`src/rtl/calc_datapath_unit.sv`:
```
// rtl/calc_datapath_unit.sv - operand/result datapath for the calculator controller
// ADD/SUB complete in one cycle; MUL/DIV iterate one bit per clock.
module calc_datapath_unit #(
  parameter int W = 8
) (
  input  logic           clock,
  input  logic           reset,
  input  logic           clear_n,
  input  logic           load_a_n,
  input  logic           load_b_n,
  input  logic           load_r_n,
  input  logic           load_ou_n,
  input  logic           iuau,
  input  logic [W-1:0]   sw,
  input  logic [1:0]     op,
  output logic [W-1:0]   a_q,
  output logic [W-1:0]   b_q,
  output logic [2*W-1:0] result,
  output logic [2*W-1:0] disp,
  output logic           busy,
  output logic           done,
  output logic           err
);
  localparam int ITERS = W;
  localparam int CW    = $clog2(ITERS + 1);

  localparam logic [1:0] OP_ADD = 2'b00;
  localparam logic [1:0] OP_SUB = 2'b01;
  localparam logic [1:0] OP_MUL = 2'b10;

  typedef enum logic [1:0] {S_IDLE, S_CALC, S_DONE} state_t;

  state_t           state_q, state_d;
  logic             load_r_hist_q;
  logic [W-1:0]     opa_q, opb_q;
  logic [1:0]       opc_q;
  logic [CW-1:0]    cnt_q;
  logic [2*W-1:0]   prod_q, mcand_q;
  logic [W-1:0]     mplier_q;
  logic [W:0]       rem_q;
  logic [W-1:0]     quo_q;

  logic             start;
  logic             calc_done;
  logic             set_err;
  logic [2*W-1:0]   final_res;
  logic [W:0]       sum;
  logic [W-1:0]     diff;
  logic [W:0]       rem_shift;
  logic [W:0]       trial;

  assign start     = !load_r_n && load_r_hist_q && (state_q == S_IDLE);
  assign sum       = {1'b0, opa_q} + {1'b0, opb_q};
  assign diff      = opa_q - opb_q;
  assign rem_shift = {rem_q[W-1:0], quo_q[W-1]};
  // Partial remainder is always below the divisor, so bit W flags a negative trial.
  assign trial     = rem_shift - {1'b0, opb_q};

  always_comb begin
    calc_done = 1'b0;
    set_err   = 1'b0;
    final_res = '0;
    case (opc_q)
      OP_ADD: begin
        calc_done = 1'b1;
        final_res = {{(W-1){1'b0}}, sum};
      end
      OP_SUB: begin
        calc_done = 1'b1;
        final_res = {{W{1'b0}}, diff};
        set_err   = (opa_q < opb_q);
      end
      OP_MUL: begin
        calc_done = (cnt_q == CW'(ITERS));
        final_res = prod_q;
      end
      default: begin
        if (opb_q == '0) begin
          calc_done = 1'b1;
          final_res = '1;
          set_err   = 1'b1;
        end else begin
          calc_done = (cnt_q == CW'(ITERS));
          final_res = {rem_q[W-1:0], quo_q};
        end
      end
    endcase
  end

  always_ff @(posedge clock) begin
    if (reset || !clear_n) state_q <= S_IDLE;
    else                   state_q <= state_d;
  end

  always_comb begin
    state_d = state_q;
    case (state_q)
      S_IDLE:  if (start) state_d = S_CALC;
      S_CALC:  if (calc_done) state_d = S_DONE;
      default: state_d = S_IDLE;
    endcase
  end

  always_comb begin
    busy = (state_q == S_CALC);
    done = (state_q == S_DONE);
  end

  always_ff @(posedge clock) begin
    if (reset) begin
      load_r_hist_q <= 1'b1;
      a_q <= '0; b_q <= '0; result <= '0; disp <= '0; err <= 1'b0;
      opa_q <= '0; opb_q <= '0; opc_q <= '0; cnt_q <= '0;
      prod_q <= '0; mcand_q <= '0; mplier_q <= '0; rem_q <= '0; quo_q <= '0;
    end else begin
      load_r_hist_q <= load_r_n;
      if (!clear_n) begin
        a_q <= '0; b_q <= '0; result <= '0; disp <= '0; err <= 1'b0;
        opa_q <= '0; opb_q <= '0; opc_q <= '0; cnt_q <= '0;
        prod_q <= '0; mcand_q <= '0; mplier_q <= '0; rem_q <= '0; quo_q <= '0;
      end else begin
        if (start) begin
          opa_q    <= a_q;
          opb_q    <= b_q;
          opc_q    <= op;
          cnt_q    <= '0;
          prod_q   <= '0;
          mcand_q  <= {{W{1'b0}}, a_q};
          mplier_q <= b_q;
          rem_q    <= '0;
          quo_q    <= a_q;
        end else begin
          if (!load_a_n) a_q <= sw;
          if (!load_b_n) b_q <= sw;
        end
        if (state_q == S_CALC) begin
          if (calc_done) begin
            result <= final_res;
            if (set_err) err <= 1'b1;
          end else begin
            cnt_q <= cnt_q + CW'(1);
            if (opc_q == OP_MUL) begin
              if (mplier_q[0]) prod_q <= prod_q + mcand_q;
              mcand_q  <= {mcand_q[2*W-2:0], 1'b0};
              mplier_q <= {1'b0, mplier_q[W-1:1]};
            end else begin
              rem_q <= trial[W] ? rem_shift : trial;
              quo_q <= {quo_q[W-2:0], ~trial[W]};
            end
          end
        end
        disp <= iuau ? result : (!load_ou_n ? {{W{1'b0}}, sw} : {{W{1'b0}}, a_q});
      end
    end
  end
endmodule
```
`config.mk`:
```
export PLATFORM = sky130hd
export DESIGN_NAME = calc_datapath_unit
export DESIGN_NICKNAME = d
export VERILOG_FILES = /design/src/rtl/calc_datapath_unit.sv
export SDC_FILE = /design/constraint.sdc
export NUM_CORES = 1
export LEC_CHECK = 0
export CORE_MARGIN = 3
export CORE_UTILIZATION = 50
export CTS_CLUSTER_DIAMETER = 40
export DETAILED_ROUTE_END_ITERATION = 6
export PLACE_DENSITY = 0.71
export SLEW_MARGIN = 20
export SYNTH_ARGS = -nofsm -noshare
export SYNTH_HDL_FRONTEND = slang
export SYNTH_SLANG_ARGS = --single-unit
```
`constraint.sdc`:
```
create_clock -name clock -period 3.4 [get_ports clock]
set_clock_uncertainty 0.2 [all_clocks]
set_input_delay 0.68 -clock clock [delete_from_list [all_inputs] [get_ports clock]]
set_output_delay 0.68 -clock clock [all_outputs]
set_load 0.02 [all_outputs]
```
==> impl_metrics.toml <==
[synthesis]
syn-cell-area_mm2 = 0.00692
syn_inst = 853
netlist-cell-type-count = 65
ys_seq_area_share_pct = 37.6
syn_area_per_cell_um2 = 8.12
syn_nets = 916
synth_async_sr_flop_share_pct = 0
yosys_warnings = 0
synth-edff-count = 0
ys_ff_latch = 130
synth_flop_cell = "dfxtp_1"

[clock_network]
htree_levels = 4
clkTransAtPathRegs_ps = 60
clock_sinks = 130
clock_path_buffers = 2
cts-hold-fix-buffers = 0
clk_latency_ps = 420
cts-root-buf = "clkbuf_16"
cts_buffers = 17
cts_tree = "built"
cts_resized = 0
post_cts.repair.setup_buffers = 0

[sta]
layout_min_cycle_time_ps = 3110
maxSlewHeadroom_pct = 47.7
grt_setup_unrepaired = "no"
fin_crit_sh_pct = 91.6
setup_viol = 0
holdWs_ps = 255
slew_violations = 0
worst_pin_slew_ps = 784
fmax_mhz = 321
setup_tns_ps = 0
finalHoldViolations = 0

[grt]
grt_pass1_wl_um = 30700
gr-total-overflow = 0
track_usage_pct = 25.9
antenna_found_initial = 0
grt_pass1_vias = 5980
grt_max_degree = 73

[finish]
mostFrequentLayoutCell = "dfxtp_1"
layout_common_cells = "dfxtp_1, nand2_1, a21oi_1"
drive_above_1_share_pct = 7.63
area_growth_pct = 20.7
antenna_cells = 0
final_nets = 968

[critical_path]
cp-start-kind = "flop"
cp-end-kind = "flop"
reg2reg_slack_ps = 290
path_class = "flop to flop"
startpoint = "opb_q[0]"
crit_fanout = 8
cp.arrival_ps = 3220
worstPathRequired_ps = 3510
r2r_start = "opb_q[0]"

[route]
drt_wl_total_um = 19400
first_pass_iters = 5
route.antenna.remaining_nets = 0
drt-initial-drc-count = 530
vias = 6526
drc = 0
viasPerCell = 5.97
routedWlPerCell_um = 17.7

[min_path]
min_from = "mplier_q[7]"
holdCritPathClass = "flop to flop"

[power_and_ir_drop]
leakage_nw = 3.20
p_per_area_mw_per_mm2 = 424
ir_drop_mv = 0.364

[place]
gp_congestion = 0.966
port-buffer-count = 68
dp_hpwl_um = 14000

[floorplan]
io_pins = 69
die_width_um = 124
die-area_mm2 = 0.0153
core_area_mm2 = 0.0134
die_y_um = 124
start_util_pct = 51.7
placementRows = 42

[run]
max-cap-violations = 0

[run_status]
run_status = "complete, no violations"
-- cells by family after synthesis --
family | after synthesis | share of synthesized area, %
flip-flops | 130 | 37.6
AND/OR/NAND/NOR | 303 | 20.4
AO/OA/AOI/OAI | 244 | 21.7
adder cells (fa/ha/maj) | 45 | 8.57
buffers and inverters | 79 | 4.35
multiplexers | 32 | 4.82
XOR/XNOR | 20 | 2.64
-- stage by stage --
stage	area, µm²	total power (W)	setup slack, ps	util (%)	instances
detailed placement	7800	0.00182	320	58.2	1062
CTS	8360	0.00356	310	62.4	1093
finish	8360	0.00355	286	62.4	1093
floorplan	6920	0.00172	612	-	853
global placement	7800	0.00182	414	58.2	1062
global route	8360	0.00366	136	62.4	1093
-- flip-flops by register name (all words and copies together) (netlist names), 16 cells and up --
register,cells
result,16
prod_q,16
mcand_q,16
disp,16
-- final timing paths --
path	to	cells past startpoint
hold reg to reg	mplier_q[7]	2
hold / removal	mplier_q[7]	2
setup reg to reg	rem_q[0]	9
setup / recovery	rem_q[0]	9
-- per-layer routing --
metal / share of wire (%) / vias up / global-route usage, %
met5: 0 / - / 0
met4: 2.1 / 0 / 9.48
met3: 5.8 / 30 / 5.13
met2: 48 / 211 / 40.7
met1: 44 / 3127 / 35.3
li1: - / 3158 / -
-- synthesized netlist by cell type (3+ instances only) --
master	count	area, µm²
a311oi_1	9	78.8
o21a_1	4	30.0
mux2_2	11	124
o221ai_1	3	26.3
clkbuf_1	43	161
nand3_1	32	160
a21o_1	6	45.0
buf_1	6	22.5
and3_1	19	119
a31oi_1	6	37.5
mux2i_1	21	210
o21bai_1	3	22.5
dfxtp_1	130	2600
nand3b_1	3	22.5
nand2_1	101	379
nor2_1	75	282
and2_1	8	50.1
a211oi_1	23	173
a21oi_1	100	500
ha_1	41	513
nand2b_1	8	50.1
or3_1	3	18.8
o31ai_1	4	30.0
fa_1	4	80.1
nor2b_1	6	37.5
a221oi_1	3	26.3
o2111ai_1	3	26.3
o211ai_1	4	30.0
nand4_1	4	25.0
inv_1	26	97.6
xnor2_1	13	114
nor3_1	30	150
o21ai_0	54	270
xor2_1	6	52.6
buf_2	4	20.0
-- area by class of cell --
type	count	area (µm²)
clock buffer	21	450
fill	1187	5040
multi-input combinational	644	4040
timing repair buffer	86	841
sequential	130	2600
clock inverter	10	111
tap	176	220
inverter	26	97.6
-- critical path, cell delays in order, from the launching register on --
cell and delay, ps:
dfxtp_1 400, ha_1 200, inv_1 60, fa_1 400
a21o_1 210, a221oi_1 430, a21oi_1 230, xor2_2 470
mux2i_1 140, a32o_1 270
-- power by group --
part	total [W]	leakage, nW	internal (W)	switching (W)
clock	0.00176	0.269	0.00109	0.000669
sequential	0.00155	1.05	0.00154	0.0000118
combinational	0.000240	1.88	0.0000880	0.000152
total	0.00355	3.20	0.00271	0.000832
Power figures use the tool's default switching activity.
